**src/rtl/blake2_msg_sched_if.sv**
```systemverilog
// Config, byte-stream, core-side and digest signals of the blake2 message scheduler.
// The slave modport is the scheduler; master is whatever surrounds it.
interface blake2_msg_sched_if #(
  parameter int W    = 32,
  parameter int BB   = W*2,
  parameter int KK_W = $clog2(W+1)
);
  localparam int IDX_W = $clog2(BB);

  logic             cfg_v_i;
  logic             cfg_ready_o;
  logic [KK_W-1:0]  cfg_kk_i;
  logic [KK_W-1:0]  cfg_nn_i;
  logic [BB-1:0]    cfg_ll_i;
  logic             s_v_i;
  logic             s_ready_o;
  logic [7:0]       s_data_i;
  logic             core_data_v_o;
  logic [IDX_W-1:0] core_data_idx_o;
  logic [7:0]       core_data_o;
  logic             core_first_o;
  logic             core_last_o;
  logic [KK_W-1:0]  core_kk_o;
  logic [KK_W-1:0]  core_nn_o;
  logic [BB-1:0]    core_ll_o;
  logic             core_ready_i;
  logic             core_h_v_i;
  logic [7:0]       core_h_i;
  logic             h_v_o;
  logic [7:0]       h_o;
  logic             h_last_o;
  logic             busy_o;

  modport slave (
    input  cfg_v_i, cfg_kk_i, cfg_nn_i, cfg_ll_i, s_v_i, s_data_i,
           core_ready_i, core_h_v_i, core_h_i,
    output cfg_ready_o, s_ready_o, core_data_v_o, core_data_idx_o, core_data_o,
           core_first_o, core_last_o, core_kk_o, core_nn_o, core_ll_o,
           h_v_o, h_o, h_last_o, busy_o
  );

  modport master (
    output cfg_v_i, cfg_kk_i, cfg_nn_i, cfg_ll_i, s_v_i, s_data_i,
           core_ready_i, core_h_v_i, core_h_i,
    input  cfg_ready_o, s_ready_o, core_data_v_o, core_data_idx_o, core_data_o,
           core_first_o, core_last_o, core_kk_o, core_nn_o, core_ll_o,
           h_v_o, h_o, h_last_o, busy_o
  );
endinterface

```
**src/rtl/blake2_msg_sched.sv**
```systemverilog
// Blake2 message scheduler: cuts key/message bytes into zero-padded BB-byte blocks for the
// compression core, sequences block flags, and trims the core's result burst to nn digest bytes.
module blake2_msg_sched #(
  parameter int W    = 32,
  parameter int BB   = W*2,
  parameter int KK_W = $clog2(W+1)
) (
  input  logic              clk,
  input  logic              nreset,
  blake2_msg_sched_if.slave bus
);
  localparam int               IDX_W    = $clog2(BB);
  localparam logic [IDX_W-1:0] IDX_LAST = IDX_W'(BB-1);

  typedef enum logic [2:0] {IDLE, KEY, MSG, PAD, WAIT_F, RES} state_t;

  typedef struct packed {
    logic [KK_W-1:0] kk;
    logic [KK_W-1:0] nn;
    logic [BB-1:0]   ll_tot;
  } cfg_t;

  state_t           state;
  cfg_t             cfg;
  logic [BB-1:0]    rem;
  logic [IDX_W-1:0] idx;
  logic [IDX_W-1:0] idx_nxt;
  logic [KK_W-1:0]  hcnt;
  logic             first_q, last_q;
  logic             seen_low, dropped;
  logic             cfg_rdy_q;
  logic             h_v_q, h_last_q;
  logic [7:0]       h_q;
  logic             in_stream, push, key_done;

  // Core-facing push path is combinational so a byte never waits an extra cycle on core_ready_i.
  always_comb begin
    in_stream         = (state == KEY) || (state == MSG);
    bus.s_ready_o     = in_stream & bus.core_ready_i;
    bus.core_data_v_o = in_stream ? (bus.s_v_i & bus.core_ready_i)
                                  : ((state == PAD) & bus.core_ready_i);
    bus.core_data_o   = in_stream ? bus.s_data_i : 8'h00;
    push              = bus.core_data_v_o;
    idx_nxt           = (idx == IDX_LAST) ? '0 : idx + 1'b1;
    key_done          = (32'(idx) + 32'd1) == 32'(cfg.kk);
  end

  assign bus.cfg_ready_o     = cfg_rdy_q;
  assign bus.core_data_idx_o = idx;
  assign bus.core_first_o    = first_q;
  assign bus.core_last_o     = last_q;
  assign bus.core_kk_o       = cfg.kk;
  assign bus.core_nn_o       = cfg.nn;
  assign bus.core_ll_o       = cfg.ll_tot;
  assign bus.h_v_o           = h_v_q;
  assign bus.h_o             = h_q;
  assign bus.h_last_o        = h_last_q;
  assign bus.busy_o          = (state != IDLE);

  always_ff @(posedge clk or negedge nreset) begin
    if (!nreset) begin
      state     <= IDLE;
      cfg       <= '0;
      rem       <= '0;
      idx       <= '0;
      hcnt      <= '0;
      first_q   <= 1'b0;
      last_q    <= 1'b0;
      seen_low  <= 1'b0;
      dropped   <= 1'b0;
      cfg_rdy_q <= 1'b0;
      h_v_q     <= 1'b0;
      h_last_q  <= 1'b0;
      h_q       <= 8'h00;
    end else begin
      h_v_q    <= 1'b0;
      h_last_q <= 1'b0;
      case (state)
        IDLE: begin
          if (bus.cfg_v_i && cfg_rdy_q) begin
            cfg.kk     <= bus.cfg_kk_i;
            cfg.nn     <= bus.cfg_nn_i;
            cfg.ll_tot <= bus.cfg_ll_i + ((bus.cfg_kk_i != '0) ? BB'(BB) : '0);
            rem        <= bus.cfg_ll_i;
            idx        <= '0;
            first_q    <= 1'b1;
            last_q     <= ((bus.cfg_kk_i == '0) && (bus.cfg_ll_i <= BB'(BB))) ||
                          ((bus.cfg_kk_i != '0) && (bus.cfg_ll_i == '0));
            seen_low   <= 1'b0;
            cfg_rdy_q  <= 1'b0;
            // An empty unkeyed message still hashes one all-zero block.
            if (bus.cfg_kk_i != '0)      state <= KEY;
            else if (bus.cfg_ll_i == '0) state <= PAD;
            else                         state <= MSG;
          end else begin
            cfg_rdy_q <= 1'b1;
          end
        end
        KEY: begin
          if (push) begin
            idx <= idx_nxt;
            if (key_done) state <= PAD;
          end
        end
        MSG: begin
          if (push) begin
            idx <= idx_nxt;
            rem <= rem - BB'(1);
            if (idx == IDX_LAST)    state <= WAIT_F;
            else if (rem == BB'(1)) state <= PAD;
          end
        end
        PAD: begin
          if (push) begin
            idx <= idx_nxt;
            if (idx == IDX_LAST) state <= WAIT_F;
          end
        end
        WAIT_F: begin
          // Core drops ready while compressing; its return marks the block as consumed.
          seen_low <= seen_low | ~bus.core_ready_i;
          if (seen_low && bus.core_ready_i) begin
            seen_low <= 1'b0;
            if (last_q) begin
              dropped <= 1'b0;
              hcnt    <= '0;
              state   <= RES;
            end else begin
              first_q <= 1'b0;
              last_q  <= (rem <= BB'(BB));
              idx     <= '0;
              state   <= MSG;
            end
          end
        end
        RES: begin
          if (bus.core_h_v_i) begin
            if (!dropped) begin
              dropped <= 1'b1;
            end else begin
              h_v_q    <= 1'b1;
              h_q      <= bus.core_h_i;
              h_last_q <= (hcnt == cfg.nn - 1'b1);
              hcnt     <= hcnt + 1'b1;
              if (hcnt == cfg.nn - 1'b1) begin
                state     <= IDLE;
                cfg_rdy_q <= 1'b1;
              end
            end
          end
        end
        default: state <= IDLE;
      endcase
    end
  end
endmodule

```
**src/flat_wrapper.sv**
```systemverilog
// flat-port wrapper written by rule: the top's interface ports become plain ports
module blake2_msg_sched_flat 
#(
  parameter int W    = 32,
  parameter int BB   = W*2,
  parameter int KK_W = $clog2(W+1)
)
  (clk, nreset, bus_cfg_v_i, bus_cfg_kk_i, bus_cfg_nn_i, bus_cfg_ll_i, bus_s_v_i, bus_s_data_i, bus_core_ready_i, bus_core_h_v_i, bus_core_h_i, bus_cfg_ready_o, bus_s_ready_o, bus_core_data_v_o, bus_core_data_idx_o, bus_core_data_o, bus_core_first_o, bus_core_last_o, bus_core_kk_o, bus_core_nn_o, bus_core_ll_o, bus_h_v_o, bus_h_o, bus_h_last_o, bus_busy_o);
  blake2_msg_sched_if #(.W(W), .BB(BB), .KK_W(KK_W)) bus_i ();
  input  logic clk;
  input  logic nreset;
  input wire logic [$bits(bus_i.cfg_v_i)-1:0] bus_cfg_v_i;
  input wire logic [$bits(bus_i.cfg_kk_i)-1:0] bus_cfg_kk_i;
  input wire logic [$bits(bus_i.cfg_nn_i)-1:0] bus_cfg_nn_i;
  input wire logic [$bits(bus_i.cfg_ll_i)-1:0] bus_cfg_ll_i;
  input wire logic [$bits(bus_i.s_v_i)-1:0] bus_s_v_i;
  input wire logic [$bits(bus_i.s_data_i)-1:0] bus_s_data_i;
  input wire logic [$bits(bus_i.core_ready_i)-1:0] bus_core_ready_i;
  input wire logic [$bits(bus_i.core_h_v_i)-1:0] bus_core_h_v_i;
  input wire logic [$bits(bus_i.core_h_i)-1:0] bus_core_h_i;
  output wire logic [$bits(bus_i.cfg_ready_o)-1:0] bus_cfg_ready_o;
  output wire logic [$bits(bus_i.s_ready_o)-1:0] bus_s_ready_o;
  output wire logic [$bits(bus_i.core_data_v_o)-1:0] bus_core_data_v_o;
  output wire logic [$bits(bus_i.core_data_idx_o)-1:0] bus_core_data_idx_o;
  output wire logic [$bits(bus_i.core_data_o)-1:0] bus_core_data_o;
  output wire logic [$bits(bus_i.core_first_o)-1:0] bus_core_first_o;
  output wire logic [$bits(bus_i.core_last_o)-1:0] bus_core_last_o;
  output wire logic [$bits(bus_i.core_kk_o)-1:0] bus_core_kk_o;
  output wire logic [$bits(bus_i.core_nn_o)-1:0] bus_core_nn_o;
  output wire logic [$bits(bus_i.core_ll_o)-1:0] bus_core_ll_o;
  output wire logic [$bits(bus_i.h_v_o)-1:0] bus_h_v_o;
  output wire logic [$bits(bus_i.h_o)-1:0] bus_h_o;
  output wire logic [$bits(bus_i.h_last_o)-1:0] bus_h_last_o;
  output wire logic [$bits(bus_i.busy_o)-1:0] bus_busy_o;
  assign bus_i.cfg_v_i = bus_cfg_v_i;
  assign bus_i.cfg_kk_i = bus_cfg_kk_i;
  assign bus_i.cfg_nn_i = bus_cfg_nn_i;
  assign bus_i.cfg_ll_i = bus_cfg_ll_i;
  assign bus_i.s_v_i = bus_s_v_i;
  assign bus_i.s_data_i = bus_s_data_i;
  assign bus_i.core_ready_i = bus_core_ready_i;
  assign bus_i.core_h_v_i = bus_core_h_v_i;
  assign bus_i.core_h_i = bus_core_h_i;
  assign bus_cfg_ready_o = bus_i.cfg_ready_o;
  assign bus_s_ready_o = bus_i.s_ready_o;
  assign bus_core_data_v_o = bus_i.core_data_v_o;
  assign bus_core_data_idx_o = bus_i.core_data_idx_o;
  assign bus_core_data_o = bus_i.core_data_o;
  assign bus_core_first_o = bus_i.core_first_o;
  assign bus_core_last_o = bus_i.core_last_o;
  assign bus_core_kk_o = bus_i.core_kk_o;
  assign bus_core_nn_o = bus_i.core_nn_o;
  assign bus_core_ll_o = bus_i.core_ll_o;
  assign bus_h_v_o = bus_i.h_v_o;
  assign bus_h_o = bus_i.h_o;
  assign bus_h_last_o = bus_i.h_last_o;
  assign bus_busy_o = bus_i.busy_o;
  blake2_msg_sched #(.W(W), .BB(BB), .KK_W(KK_W)) u_core (.clk(clk), .nreset(nreset), .bus(bus_i));
endmodule
```
**config.mk**
```make
export PLATFORM = sky130hd
export DESIGN_NAME = blake2_msg_sched_flat
export DESIGN_NICKNAME = d
export VERILOG_FILES = /design/src/rtl/blake2_msg_sched_if.sv /design/src/rtl/blake2_msg_sched.sv /design/src/flat_wrapper.sv
export SDC_FILE = /design/constraint.sdc
export NUM_CORES = 1
export LEC_CHECK = 0
export BUFFER_PORTS_ARGS = -buffer_cell sky130_fd_sc_hd__clkbuf_2
export CELL_PAD_IN_SITES_DETAIL_PLACEMENT = 2
export CELL_PAD_IN_SITES_GLOBAL_PLACEMENT = 2
export CORE_MARGIN = 1
export CORE_UTILIZATION = 33
export CTS_CLUSTER_SIZE = 30
export DETAILED_ROUTE_END_ITERATION = 7
export GPL_ROUTABILITY_DRIVEN = 0
export GPL_TIMING_DRIVEN = 0
export PLACE_DENSITY = 0.92
export SLEW_MARGIN = 10
export SYNTH_ARGS = -nofsm -noshare
export SYNTH_HDL_FRONTEND = slang
export SYNTH_SLANG_ARGS = --single-unit
```
**constraint.sdc**
```tcl
create_clock -name clk -period 4.46 [get_ports clk]
set_clock_uncertainty 0.15 [all_clocks]
set_input_delay 0.223 -clock clk [delete_from_list [all_inputs] [get_ports clk]]
set_output_delay 0.223 -clock clk [all_outputs]
set_load 0.05 [all_outputs]
```
======== Word level (Yosys, flattened, before mapping) ========
Cells that the tools add are included.
Widths: inputs -> output; s select.
word-level totals
  flip-flop bits (word level) ............. 170
  bits of input ports ..................... 98
  word-level logic and storage cells ...... 138
  output and inout bits ................... 106
operators by class
  reductions and logical operators ........ 28
  multiplexer cells ....................... 59
  $lt $le $gt $ge ......................... 2
  equality and inequality tests ........... 23
  add/subtract/negate cells ............... 6
  bitwise gates (word level) .............. 5
operators by type and width
  cell                   number
  $le 64x7->1 const B    2
  $mux 64                2
  $pmux 64 s2            1
  $add 64x64->64         1
  $eq 64x1->1 const B    1
  $logic_not 64->1       1
  $sub 64x1->64 const B  1
  $mux 6                 9
  $mux 3                 14
  $eq 32x6->1            1
  $mux 1                 23
  $pmux 3 s6             1
  $pmux 6 s3             1
  $ne 2x1->1 const B     7
  $add 6x1->6 const B    2
  $ne 2x2->1 const B     6
  $pmux 6 s2             1
  $reduce_and 4->1       3
  $reduce_and 11->1      1
  $pmux 1 s2             5
  $reduce_and 5->1       2
  $reduce_and 3->1       3
  $mux 8                 1
  $reduce_bool 2->1      4
  other kinds (20)       30

======== Logic depth before layout (Yosys ltp) ========
  depth in word-level cells ............... 6
  gate-level depth with buffers ........... 11
  mapped depth without buffers ............ 10

======== Worst setup path after synthesis ========
Ideal clock, no wire load.
  kind .................................... register to register
  start ................................... register u_core.rem[14]
  end ..................................... register u_core.rem[53]
  arrival ................................. 2.909 ns
  cell stages (with the launch flop) ...... 9
  setup slack ............................. 1.332 ns
  path buffers ............................ 2
  required time ........................... 4.241 ns
  cells stage by stage .................... dfrtp_1 or4_4 or3_1 buf_2 or4b_1 buf_2 or4_4 or3_1 nand3_1
between the ends
  longest elaborated chain between the ends .. 3
ends and longest elaborated chain
  element                 RTL line                 text
  from (decl)             blake2_msg_sched.sv:25   logic [BB-1:0] rem;
  from (signal assigned)  blake2_msg_sched.sv:84   rem <= bus.cfg_ll_i;
  from (signal assigned)  blake2_msg_sched.sv:108  rem <= rem - BB'(1);
  $sub 64x1->64           blake2_msg_sched.sv:108
  $mux 64                 blake2_msg_sched.sv:106  if (push) begin
  $pmux 64 s2             blake2_msg_sched.sv:78   case (state)
No other way between the ends. The select of a mux whose other input is x is not followed.
A chain may end at the register's enable or synchronous reset.

======== Worst setup path in the final report ========
  start ................................... register u_core.rem[0]
  end ..................................... register u_core.rem[20]
The elaborated chain is that of the path after synthesis.

==> impl_metrics.csv <==
group,metric,value,unit
grt,grt_pass1_wl,73400,µm
die,initial_core_util,33.7,%
final_layout,final_nets,1567,
synthesis,synth.cell_area,10000,µm²
worst_setup_path,path_class,"reg -> reg",
detailed_routing,ant_nets,0,
final_layout,seqCellArea,4250,µm²
run_status,status,"finished, final reports clean",
final_layout,postLayoutCellArea,12600,µm²
detailed_routing,drt_iter0_drc,854,
worst_setup_path,regToRegSetupSlack,420,ps
final_layout,area_delta_synth_final,25.7,%
grt,track_usage,31.1,%
cts,clk_latency,460,ps
job,maxCapViolCount,0,
grt,grt_pass1_vias,12300,
timing,period_share,90.7,%
timing,finalMaxSlewViolations,0,
detailed_routing,via_per_inst,6.03,
die,rows,63,
worst_setup_path,critPathRequiredTime,4660,ps
power_and_ir_drop,p_sw_share,53.3,%
place,hpwl,33000,µm
worst_setup_path,crit_arrival,4250,ps
cts,cts_tree,"yes",
cts,htreeDepth,4,
worst_setup_path,cp-start-kind,"flop",
detailed_routing,drt_wl_total,47500,µm
grt,antenna_found_initial,2,
power_and_ir_drop,p_int,0.00448,W
place,dpl_cell_area,11500,µm²
detailed_routing,drc,0,
timing,rsz0062_at_grt,"false",
cts,cts_sinks,170,
final_layout,fillCellCount,3343,
power_and_ir_drop,switchingPower,0.00512,W
synthesis,synthCells,1204,
synthesis,syn_avg_cell_area,8.31,µm²
synthesis,ys_ff_latch,170,
timing,fmax,247,MHz
die,coreArea,29700,µm²
grt,grt_max_degree,89,
synthesis,synth_edf_count,0,
power_and_ir_drop,leakagePower,5.30,nW
synthesis,synth.distinct_cells,64,
place,port_buffers,198,
timing,setup_viol,0,
cts,clk_pin_slew,80,ps
synthesis,synth_seq_area_share,42.5,%
power_and_ir_drop,power_frac_comb,51.8,%
die,die_area,31000,µm²
final_layout,diodes,0,
final_layout,instances_no_fill,1865,
timing,layout_min_cycle_time,4040,ps
power_and_ir_drop,pwr_density_cell,764,nW/µm²
place,dp_slack,317,ps
worst_setup_path,end_kind,"flop",
synthesis,yosys_most_used_dff,"dfrtp_1",
cts,cts.path.max_buffers,2,
final_layout,final_util,42.3,%
detailed_routing,dr.pass1.iters,5,
synthesis,async_flop_share,100,%
synthesis,syn_nets,1309,
cts,cts_buffers,17,
detailed_routing,wire_per_inst,25.5,µm
cts,cts_root_buffer,"clkbuf_16",
timing,slew_headroom,11.3,%
power_and_ir_drop,seq_power_share,30.5,%
power_and_ir_drop,clock_power_share,17.7,%
final_layout,multi_input_area,5380,µm²
worst_setup_path,critPathMaxFanout,7,
worst_hold_path,hold_path.class,"in -> reg",
synthesis,ys_warn_count,0,
die,die_y,176,µm
timing,worst_slack,415,ps
power_and_ir_drop,vdd_drop_max,0.458,mV
timing,worstMarginPinSlew,1310,ps
place,placed_cells,1793,
detailed_routing,num_vias,11200,
final_layout,drive_above_1_share,17.6,%
die,die_w,176,µm
timing,final-hold-violation-count,0,
die,io_pins,204,
grt,grt-ovfl-total,0,
==> timing repair <==
| action | in CTS | in global routing |
|---|---|---|
| buffers inserted | 0 | 0 |
| hold endpoints to repair | 124 | 0 |
| resized for setup | 0 | 1 |
| hold buffers | 40 | 0 |
| setup endpoints to repair | 0 | 4 |
==> worst max-delay path: stages (launching register included) <==
cell	delay (ps)
dfrtp_1	440
inv_1	110
ha_1	270
nor4b_1	980
nand2_1	450
nor3_1	1060
a22oi_1	200
o21ai_0	300
==> layer usage <==
metal	vias to the layer above	routed length [µm]	global-route usage, %
met5	-	31	0
met4	4	2010	14.9
met3	123	2780	5.68
met2	469	23100	52.6
met1	5780	19600	38.0
li1	4868	-	-
==> sequential cells by signal, summed over array words and instances (netlist names) <==
signal	count
u_core.bus.core_first_o	1
u_core.bus.h_v_o	1
u_core.bus.core_data_idx_o	6
u_core.bus.h_last_o	1
u_core.bus.core_last_o	1
u_core.dropped	1
u_core.state	3
u_core.bus.h_o	8
u_core.bus.core_ll_o	64
u_core.bus.core_nn_o	6
u_core.hcnt	6
u_core.seen_low	1
u_core.rem	64
u_core.bus.core_kk_o	6
u_core.bus.cfg_ready_o	1
==> logic make-up (layout without fill, tap and decap cells) <==
kind of cell               count (synthesis)  count (layout)  share of synthesized area [%]
and+or+nand+nor                          538             538                           26.5
AOI/OAI and AO/OA                        303             303                           18.5
muxes                                     12              12                           1.35
buffers and inverters                    101             372                           3.83
adders and majority gates                  8               8                          0.975
xor gates and xnor gates                  72              72                           6.30
DFF                                      170             170                           42.5
==> metrics by stage <==
stage	power [W]	hold slack, ps	TNS, ps
after CTS	0.00954	4.75	0
after floorplan	0.00606	-223	0
final	0.00961	13.1	0
after global routing	0.0101	18.0	0
after detailed placement	0.00773	199	0
after global placement	0.00740	269	-65310
==> layout make-up <==
| class | instances | share of cell area, % |
|---|---|---|
| multi-input cells | 933 | 42.8 |
| clock buffers | 19 | 3.60 |
| clock inverters | 13 | 1.52 |
| repair buffers | 239 | 11.3 |
| inverters | 26 | 0.776 |
| well taps | 390 | 3.88 |
| plain buffers | 75 | 2.27 |
| flip-flops and latches | 170 | 33.8 |
==> placed cells by master, fill, tap and decap left out, drive strengths merged, types with 8 or more instances in the layout <==
| cell | Yosys | final |
|---|---|---|
| o22a | 11 | 11 |
| a21oi | 54 | 54 |
| nor3 | 54 | 54 |
| mux2 | 12 | 12 |
| inv | 26 | 28 |
| nor2 | 82 | 82 |
| o22ai | 10 | 10 |
| nand4 | 28 | 28 |
| nand3 | 43 | 43 |
| o31ai | 8 | 8 |
| or3 | 16 | 16 |
| or4 | 14 | 14 |
| nor4 | 46 | 46 |
| xor2 | 24 | 24 |
| dlygate4sd3 | 0 | 40 |
| o21ai | 133 | 133 |
| dfrtp | 170 | 170 |
| xnor2 | 48 | 48 |
| nand2 | 190 | 190 |
| clkbuf | 71 | 288 |
| a22oi | 13 | 13 |
| a31oi | 16 | 16 |
| and2 | 14 | 14 |
| and3 | 13 | 13 |
==> cells in the mapped netlist, drive strengths merged, types with 14 or more instances <==
cell type    n  share of area [%]
nand4       28                1.8
a21oi       54                2.7
o21ai      133                6.7
nor3        54                2.7
nor2        82                3.1
clkbuf      71                2.7
nand3       43                2.2
nand2      190                7.1
xor2        24                2.1
and2        14               0.88
or3         16                1.0
a31oi       16                1.0
inv         26               0.98
xnor2       48                4.2
or4         14                1.1
dfrtp      170                 43
nor4        46                3.0
==> final timing paths <==
kind / start / to / cells after the start
min in group asynchronous: nreset / u_core.bus.h_o[0] / 2
hold reg to reg: u_core.bus.core_ll_o[7] / u_core.bus.core_ll_o[7] / 2
setup / recovery: u_core.rem[0] / u_core.rem[20] / 7
max in group asynchronous: nreset / u_core.bus.core_ll_o[59] / 3
hold / removal: bus_cfg_ll_i[11] / u_core.bus.core_ll_o[11] / 3
setup reg to reg: u_core.rem[0] / u_core.rem[20] / 7
==> power by group through the flow <==
stage | Sequential (W) | Clock (W) | Combinational [W]
detailed placement | 0.00291 | 0 | 0.00481
global route | 0.00301 | 0.00178 | 0.00527
finish | 0.00293 | 0.00170 | 0.00497
floorplan | 0.00400 | 0 | 0.00206
CTS | 0.00289 | 0.00172 | 0.00493
global placement | 0.00283 | 0 | 0.00458
(Power assumes the default switching activity.)
